### config.mk
export PLATFORM = sky130hd
export DESIGN_NAME = io_write_arbiter
export DESIGN_NICKNAME = d
export VERILOG_FILES = /design/src/rtl/io_arb_pkg.sv /design/src/rtl/io_write_arbiter_ack_timer.sv /design/src/rtl/io_write_arbiter.sv
export SDC_FILE = /design/constraint.sdc
export NUM_CORES = 1
export LEC_CHECK = 0
export ABC_AREA = 1
export BUFFER_PORTS_ARGS = -buffer_cell sky130_fd_sc_hd__buf_4
export CORE_ASPECT_RATIO = 1.5
export CORE_MARGIN = 2
export CORE_UTILIZATION = 50
export CTS_BUF_LIST = sky130_fd_sc_hd__clkbuf_16
export CTS_CLUSTER_DIAMETER = 80
export DETAILED_ROUTE_END_ITERATION = 10
export PLACE_DENSITY = 0.85
export SYNTH_ARGS = -nofsm -noshare
export SYNTH_HDL_FRONTEND = slang
export SYNTH_SLANG_ARGS = --single-unit
### constraint.sdc
create_clock -name clk -period 3.3 [get_ports clk]
set_clock_uncertainty 0.05 [all_clocks]
set_input_delay 0.165 -clock clk [delete_from_list [all_inputs] [get_ports clk]]
set_output_delay 0.165 -clock clk [all_outputs]
set_load 0.01 [all_outputs]
### src/rtl/io_arb_pkg.sv
// Shared definitions for the simple-I/O write arbiter: register selects,
// FSM state encoding and the select-to-write-enable decode.
package io_arb_pkg;

    localparam logic [1:0] SEL_LED_DISP  = 2'd0;
    localparam logic [1:0] SEL_GPIO_DATA = 2'd1;
    localparam logic [1:0] SEL_GPIO_DIR  = 2'd2;
    localparam logic [1:0] SEL_IRQ       = 2'd3;

    localparam int TIMER_W = 8;

    typedef enum logic [1:0] {
        ST_IDLE  = 2'd0,
        ST_ISSUE = 2'd1,
        ST_DONE  = 2'd2
    } state_t;

    // Bank write enables are MSB-first: sel 0 drives bit 3, sel 3 drives bit 0.
    function automatic logic [3:0] sel_to_ce(input logic [1:0] sel);
        return 4'b1000 >> sel;
    endfunction

endpackage

### src/rtl/io_write_arbiter_ack_timer.sv
// Cycle counter for an outstanding bank write; flags expiry on the last
// permitted cycle so the FSM can close the write with an error.
module ack_timer #(
    parameter int C_ACK_TIMEOUT = 16
) (
    input  logic clk,
    input  logic rst,
    input  logic i_clear,
    input  logic i_enable,
    output logic o_expired
);
    import io_arb_pkg::*;

    localparam logic [TIMER_W-1:0] LP_LAST = TIMER_W'(C_ACK_TIMEOUT - 1);

    logic [TIMER_W-1:0] r_count;

    // NOTE: reset is sampled on the clock edge, so it lives inside always_ff
    // and is not in the sensitivity list.
    always_ff @(posedge clk) begin
        if (rst) begin
            r_count <= '0;
        end else if (i_clear) begin
            r_count <= '0;
        end else if (i_enable && (r_count != LP_LAST)) begin
            r_count <= r_count + 1'b1;
        end
    end

    assign o_expired = i_enable && (r_count == LP_LAST);

endmodule

### src/rtl/io_write_arbiter.sv
// Round-robin arbiter sequencing single register writes from two requesters
// onto the simple-I/O bank, with acknowledge timeout and error counting.
module io_write_arbiter
    import io_arb_pkg::*;
#(
    parameter int C_SLV_DWIDTH  = 32,
    parameter int C_ACK_TIMEOUT = 16
) (
    input  logic                    clk,
    input  logic                    rst,
    input  logic                    req0_valid,
    input  logic [1:0]              req0_sel,
    input  logic [C_SLV_DWIDTH-1:0] req0_data,
    output logic                    req0_ready,
    output logic                    req0_err,
    input  logic                    req1_valid,
    input  logic [1:0]              req1_sel,
    input  logic [C_SLV_DWIDTH-1:0] req1_data,
    output logic                    req1_ready,
    output logic                    req1_err,
    output logic [3:0]              wr_ce,
    output logic [3:0]              wr_be,
    output logic [C_SLV_DWIDTH-1:0] wr_data,
    input  logic                    wr_ack,
    output logic                    owner,
    output logic [7:0]              err_cnt
);

    state_t                  r_state;
    logic                    r_owner;
    logic [3:0]              r_wr_ce;
    logic [3:0]              r_wr_be;
    logic [C_SLV_DWIDTH-1:0] r_wr_data;
    logic                    r_req0_ready;
    logic                    r_req1_ready;
    logic                    r_req0_err;
    logic                    r_req1_err;
    logic [7:0]              r_err_cnt;

    logic                    w_any_valid;
    logic                    w_grant;
    logic [1:0]              w_sel;
    logic [C_SLV_DWIDTH-1:0] w_data;
    logic                    w_expired;
    logic                    w_timeout;
    logic                    w_finish;

    // On a tie the requester that did not win last time goes next.
    assign w_any_valid = req0_valid | req1_valid;
    assign w_grant     = (req0_valid && req1_valid) ? ~r_owner : req1_valid;
    assign w_sel       = w_grant ? req1_sel  : req0_sel;
    assign w_data      = w_grant ? req1_data : req0_data;

    // An acknowledge on the expiry cycle wins over the timeout.
    assign w_finish  = wr_ack || w_expired;
    assign w_timeout = !wr_ack && w_expired;

    ack_timer #(
        .C_ACK_TIMEOUT(C_ACK_TIMEOUT)
    ) u_ack_timer (
        .clk      (clk),
        .rst      (rst),
        .i_clear  (r_state == ST_IDLE),
        .i_enable (r_state == ST_ISSUE),
        .o_expired(w_expired)
    );

    // NOTE: every register here uses non-blocking assignment so all updates
    // see the pre-edge values and ordering inside the block does not matter.
    always_ff @(posedge clk) begin
        if (rst) begin
            r_state      <= ST_IDLE;
            r_owner      <= 1'b1;
            r_wr_ce      <= '0;
            r_wr_be      <= '0;
            r_wr_data    <= '0;
            r_req0_ready <= 1'b0;
            r_req1_ready <= 1'b0;
            r_req0_err   <= 1'b0;
            r_req1_err   <= 1'b0;
            r_err_cnt    <= '0;
        end else begin
            r_req0_ready <= 1'b0;
            r_req1_ready <= 1'b0;
            r_req0_err   <= 1'b0;
            r_req1_err   <= 1'b0;

            case (r_state)
                ST_IDLE: begin
                    if (w_any_valid) begin
                        r_owner   <= w_grant;
                        r_wr_ce   <= sel_to_ce(w_sel);
                        r_wr_be   <= 4'hF;
                        r_wr_data <= w_data;
                        r_state   <= ST_ISSUE;
                    end
                end
                ST_ISSUE: begin
                    if (w_finish) begin
                        r_wr_ce      <= '0;
                        r_wr_be      <= '0;
                        r_req0_ready <= ~r_owner;
                        r_req1_ready <= r_owner;
                        r_req0_err   <= w_timeout && !r_owner;
                        r_req1_err   <= w_timeout && r_owner;
                        if (w_timeout && (r_err_cnt != 8'hFF)) begin
                            r_err_cnt <= r_err_cnt + 8'd1;
                        end
                        r_state <= ST_DONE;
                    end
                end
                ST_DONE: begin
                    r_state <= ST_IDLE;
                end
                default: begin
                    r_state <= ST_IDLE;
                end
            endcase
        end
    end

    assign req0_ready = r_req0_ready;
    assign req1_ready = r_req1_ready;
    assign req0_err   = r_req0_err;
    assign req1_err   = r_req1_err;
    assign wr_ce      = r_wr_ce;
    assign wr_be      = r_wr_be;
    assign wr_data    = r_wr_data;
    assign owner      = r_owner;
    assign err_cnt    = r_err_cnt;

endmodule

# ---- Word-level counts from Yosys, hierarchy flattened
# Cells that the tools add are included.
dict set report word_totals {
  register_bits 63
  in_bits 73
  output_inout_bits 53
}
dict set report op_classes {
  add_sub_neg 2
  eq_ne 6
  n_shift 1
  n_mux 11
  n_bitwise 4
  reduce_logical 18
}
# op count
set op_table {}
lappend op_table {{$mux W32} 1}
lappend op_table {{$add A8 B1 Y8 const B} 2}
lappend op_table {{$pmux W4 S2} 2}
lappend op_table {{$mux W4} 3}
lappend op_table {{$eq A8 B4 Y1 const B} 1}
lappend op_table {{$ne A8 B4 Y1 const B} 1}
lappend op_table {{$ne A8 B8 Y1 const B} 1}
lappend op_table {{$logic_and A1 B1 Y1} 7}
lappend op_table {{$mux W2} 3}
lappend op_table {{$reduce_and A3 Y1} 2}
lappend op_table {{$ne A2 B2 Y1 const B} 2}
lappend op_table {{$pmux W2 S2} 1}
lappend op_table {{$reduce_and A2 Y1} 2}
lappend op_table {{$shr A4 B2 Y4 const A} 1}
lappend op_table {{$not A1 Y1} 3}
lappend op_table {{$reduce_or A3 Y1} 1}
lappend op_table {{$eq A2 B1 Y1 const B} 1}
lappend op_table {{$logic_not A1 Y1} 2}
lappend op_table {{$logic_not A2 Y1} 1}
lappend op_table {{$reduce_bool A2 Y1} 1}
lappend op_table {{$reduce_or A2 Y1} 1}
lappend op_table {{$logic_or A1 B1 Y1} 1}
lappend op_table {{$mux W1} 1}
lappend op_table {{$or A1 B1 Y1} 1}

# ---- Depth between registers and ports, before layout
dict set report logic_depth {
  depth_word 6
  mapped_depth 8
  mapped_depth_nobuf 8
}

# ---- Hierarchy
# A second synthesis with hierarchy kept.
dict set report hier_totals {
  cells_unflattened 382
  area_unflattened_um2 2831.5
}
# mod instances cells_per_inst area_each_um2 seq_area_each_um2
set by_module_without_submodules {}
lappend by_module_without_submodules {io_write_arbiter 1 313 2326.0 1041.0}
lappend by_module_without_submodules {ack_timer 1 69 505.5 160.2}

# ---- Worst setup path after synthesis
# Ideal clock, no wire load.
dict set report synth_path {
  path_kind {register to register}
  startpoint {register u_ack_timer.r_count[0]}
  endpoint {register r_err_cnt[2], in the netlist err_cnt[2]}
  arrival_ps 1191
  t_required_ps 3118
  path_slack_ps 1926
  stages_incl_launch_ff 7
  path_buffers 0
  synth_period_minus_slack_ps 1374
  cell_sequence {dfxtp_1 -> ha_1 -> nand3_2 -> nor2_4 -> nand3_1 -> nand2_1 -> a21oi_1}
}
dict set report synth_via {
  elab_chain_cells 5
}
# element line_no
set synth_rtl {}
lappend synth_rtl {{start: declaration} io_write_arbiter_ack_timer.sv:16} ;# logic [TIMER_W-1:0] r_count;
lappend synth_rtl {{start signal: assignment} io_write_arbiter_ack_timer.sv:26} ;# r_count <= r_count + 1'b1;
lappend synth_rtl {{$eq A8 B4 Y1 *} io_write_arbiter_ack_timer.sv:30} ;# assign o_expired = i_enable && (r_count == LP_LAST);
lappend synth_rtl {{$logic_and A1 B1 Y1 *} io_write_arbiter_ack_timer.sv:30}
lappend synth_rtl {{$logic_and A1 B1 Y1} io_write_arbiter.sv:56} ;# assign w_timeout = !wr_ack && w_expired;
lappend synth_rtl {{$logic_and A1 B1 Y1} io_write_arbiter.sv:106} ;# if (w_timeout && (r_err_cnt != 8'hFF)) begin
lappend synth_rtl {{$reduce_and A3 Y1 (no line) *} n/a}
lappend synth_rtl {{end signal: assignment} io_write_arbiter.sv:107} ;# r_err_cnt <= r_err_cnt + 8'd1;
lappend synth_rtl {{end: declaration} io_write_arbiter.sv:38} ;# logic [7:0] r_err_cnt;
# Every way passes the cells marked *; elsewhere a longest branch is shown, timed or not.
# A chain may end at the register's enable or synchronous reset.

# ---- Final worst setup path
dict set report layout_path {
  startpoint {register r_owner, in the netlist owner}
  endpoint {register r_wr_data[3], in the netlist wr_data[3]}
}
dict set report layout_via {
  elab_chain_cells 3
}
# element line_no
set layout_rtl {}
lappend layout_rtl {{start: declaration} io_write_arbiter.sv:30} ;# logic r_owner;
lappend layout_rtl {{start signal: assignment} io_write_arbiter.sv:91} ;# r_owner <= w_grant;
lappend layout_rtl {{$not A1 Y1} io_write_arbiter.sv:50} ;# assign w_grant = (req0_valid && req1_valid) ? ~r_owner : req1_valid;
lappend layout_rtl {{$mux W1} io_write_arbiter.sv:50}
lappend layout_rtl {{$mux W32} io_write_arbiter.sv:52} ;# assign w_data = w_grant ? req1_data : req0_data;
lappend layout_rtl {{end signal: assignment} io_write_arbiter.sv:94} ;# r_wr_data <= w_data;
lappend layout_rtl {{end: declaration} io_write_arbiter.sv:33} ;# logic [C_SLV_DWIDTH-1:0] r_wr_data;
# No other way between the ends.

==> results.txt <==
The flow ran to the end, and the final reports show no timing, DRC or antenna violations. The number of distinct library cells after synthesis is 28. The routability-driven placement congestion ratio came out at ~0.83. In this run the cell area measured after placement is around 3600 sq um. The fraction of post-synthesis cell area in the top cell type by area is 44.6%. The global-route wire length before repair is 11600 um. Measured against its own limit, the worst slew margin works out to roughly a third. The transition time at the pin with the least slew margin came out at around 1 ns. The clock latency of the later-clocked register in the worst-skew pair came out at roughly 0.33 ns. The count of maximum capacitance violations came out at 0. The post-detailed-route count of antenna-violating nets came out at 0. The routed wire length per instance came out at between 10 and 15 um. The synthesized netlist cell count is ~370. The share of cells above drive strength 1 is a little under a third.

The data required time of the worst path is ~3.5 ns. The worst path in the final design needs a cycle of 1.95 ns, including I/O delays and setup. From synthesis to final layout, the design area changed by 46.8%. The largest net degree at the start of global routing came out at 71. The critical path in this run is classified as flop to flop. The CTS H-tree depth is 3.

The number of setup violations in the final report came out at 0. The core region area is just over 5000 sq um. The number of buffers between clock root and the deepest sink came out at 2.

The total global-route track usage is 24.8%. STA classifies the critical path startpoint as a flop. The die is about 94 um tall. The total clock sinks is 60. The highest clock frequency the design can meet is between 500 and 600 MHz.

The via count of the first global-routing pass came out at 2688. The post-detailed-route DRC marker count is 0. The cell area after synthesis came out at 2690 sq um. The total via count in the routed design is 2911. The number of DRC markers after the initial detailed-route iteration came out at 123.

After synthesis the netlist holds a flip-flop and latch count of 60. Across the VDD grid, the largest voltage drop is between 0.0003 and 0.0004 V. The sum of negative setup slack came out at 0 ns.

By area the synthesized netlist is led by dfxtp_1, nand2_1, a31oi_1, o21ai_0, a21oi_1. Setup repair after global routing left no endpoint under its margin. A synthesized cell averages between 7 and 8 sq um. The number of iterations in the first detailed-routing pass came out at 4.

The max-slew violation total from the final report was 0. The count of buffers inserted at the top-level ports is around 130. The register-to-register setup slack came out at 1.35 ns. The total I/O pin count came out at approximately 130. 0 antenna diodes ended up in the layout. For the worst setup path, the data arrival time is roughly 2.2 ns. The number of gates resized after CTS is 0. The portion of the post-synthesis area used by sequential elements came out at 44.6%. The largest fanout of any net on the critical path came out at 37. Once detailed placement completed, the half-perimeter wirelength came to 4980 um. Synthesis produced a netlist with a net count of between 400 and 500. The total length of routed wires is 7340 um. Clock-pin slew was measured on the worst setup and hold paths at ~0.050 ns. The average via count per standard cell came out at around 5.2. The total of warnings raised by yosys came out at 0. The starting utilization of the core area is between 50% and 60%. The initial antenna violation count came out at 0. The die covers 6000 sq um.

The clock tree from TritonCTS is yes. The cell area after layout is 3950 sq um. Summed over all cells, the static leakage comes to roughly 0.0018 uW.

The final total power came out at approximately 2200 uW. The number of buffers inserted by hold repair at cts came out at 0. The end-of-flow core utilization came out at between 70% and 80%.

The layout filler cell count is 381. The final hold violation count came out at 0. The power density normalized to cell area came out at roughly 560 nW/um^2.

Summed over all layers, the global routing overflow is 0. The initialized floorplan defines 32 standard-cell rows. The ratio of final minimum period to clock period is between 50% and 60%.

The worst hold path belongs to the class primary input to flop. The buffer count from post-CTS setup fixing is 0. The horizontal die dimension came out at around 64 um. The number of nets at the end of the flow is between 500 and 600. The TritonCTS buffer count came out at 9. The buffer cell driving the clock tree root is clkbuf_16. The biggest area contributor in the post-synthesis netlist is dfxtp_1. The element type at the critical path end is a flop.
==> through the flow <==
stage / hold WS [ns] / std cells / setup slack [ns]
final: 0.0660 / 557 / 1.35
after global routing: 0.0767 / 557 / 1.18
after CTS: 0.0646 / 557 / 1.39
after detailed placement: 0.405 / 541 / 1.38
after global placement: 0.397 / 541 / 1.41
after floorplan: 0.275 / 368 / 1.93
==> cell usage in the layout (no fill, tap or decap), drive strengths merged, types with 4 or more instances in the layout <==
| cell type | count |
|---|---|
| dfxtp | 60 |
| nor2 | 21 |
| o21ai | 38 |
| nand3 | 17 |
| a31oi | 32 |
| a21oi | 19 |
| nand2 | 114 |
| buf | 126 |
| clkbuf | 9 |
| inv | 29 |
| xnor2 | 4 |
==> critical path: stages, from the launching register on <==
cell	delay, ns
dfxtp_1	0.34
nand2_1	0.07
nand2_1	0.05
buf_4	0.24
inv_1	0.77
nand2_1	0.15
a31oi_1	0.21
==> cell usage after synthesis <==
library cell / instances
nor2_8: 1
inv_2: 3
xor2_1: 3
o21a_1: 1
nor2_2: 2
o21ai_1: 5
o21bai_1: 1
ha_1: 2
nand2_1: 112
buf_4: 3
a31oi_1: 32
dfxtp_1: 60
nand2_4: 1
nand2_2: 1
o21ai_2: 1
clkbuf_1: 8
a21oi_1: 19
nor3_1: 2
nand4_1: 3
buf_2: 10
nand3_1: 16
nor2_1: 15
o21ai_0: 32
nand3_2: 1
inv_1: 25
xnor2_1: 4
nand3b_1: 2
nor2_4: 3
==> state kept, by name (all words and copies together) (netlist names) <==
register	cells
req0_err	1
u_ack_timer.r_count	8
req1_ready	1
req0_ready	1
wr_data	32
r_state	2
err_cnt	8
req1_err	1
wr_be	1
wr_ce	4
owner	1
==> layout make-up <==
cell class | count | area [sq um] | area share [%]
clock buffers | 9 | 225 | 5.70
well taps | 68 | 85.1 | 2.15
repair buffers | 126 | 946 | 23.9
multi-input cells | 259 | 1280 | 32.5
flip-flops and latches | 60 | 1200 | 30.4
inverters | 28 | 105 | 2.66
clock inverters | 7 | 106 | 2.69
==> logic make-up after synthesis <==
kind of cell / synth area share (%)
xor gates and xnor gates: 2.28
AOI/OAI and AO/OA: 18.7
and+or+nand+nor: 25.8
buffers and inverters: 7.71
DFF: 44.6
adders and majority gates: 0.929
==> metal layers <==
| metal | up-vias | routed length (um) | track usage, % |
|---|---|---|---|
| li1 | 1448 | - | - |
| met3 | 19 | 523 | 6.12 |
| met2 | 107 | 3770 | 43.6 |
| met4 | 0 | 250 | 15.6 |
| met5 | - | 0 | 0 |
| met1 | 1337 | 2790 | 25.9 |
==> worst paths after layout <==
path | startpoint | end | cells after the start
max | owner | wr_data[3] | 6
min | req0_data[6] | wr_data[6] | 3
max reg2reg | owner | wr_data[3] | 6
min reg2reg | wr_ce[2] | wr_ce[2] | 2
==> report_power, final <==
part | switching [uW] | total [uW] | internal, uW
combinational | 179 | 349 | 170
sequential | 32.3 | 815 | 782
clock | 318 | 1040 | 727
(Power assumes the default switching activity.)
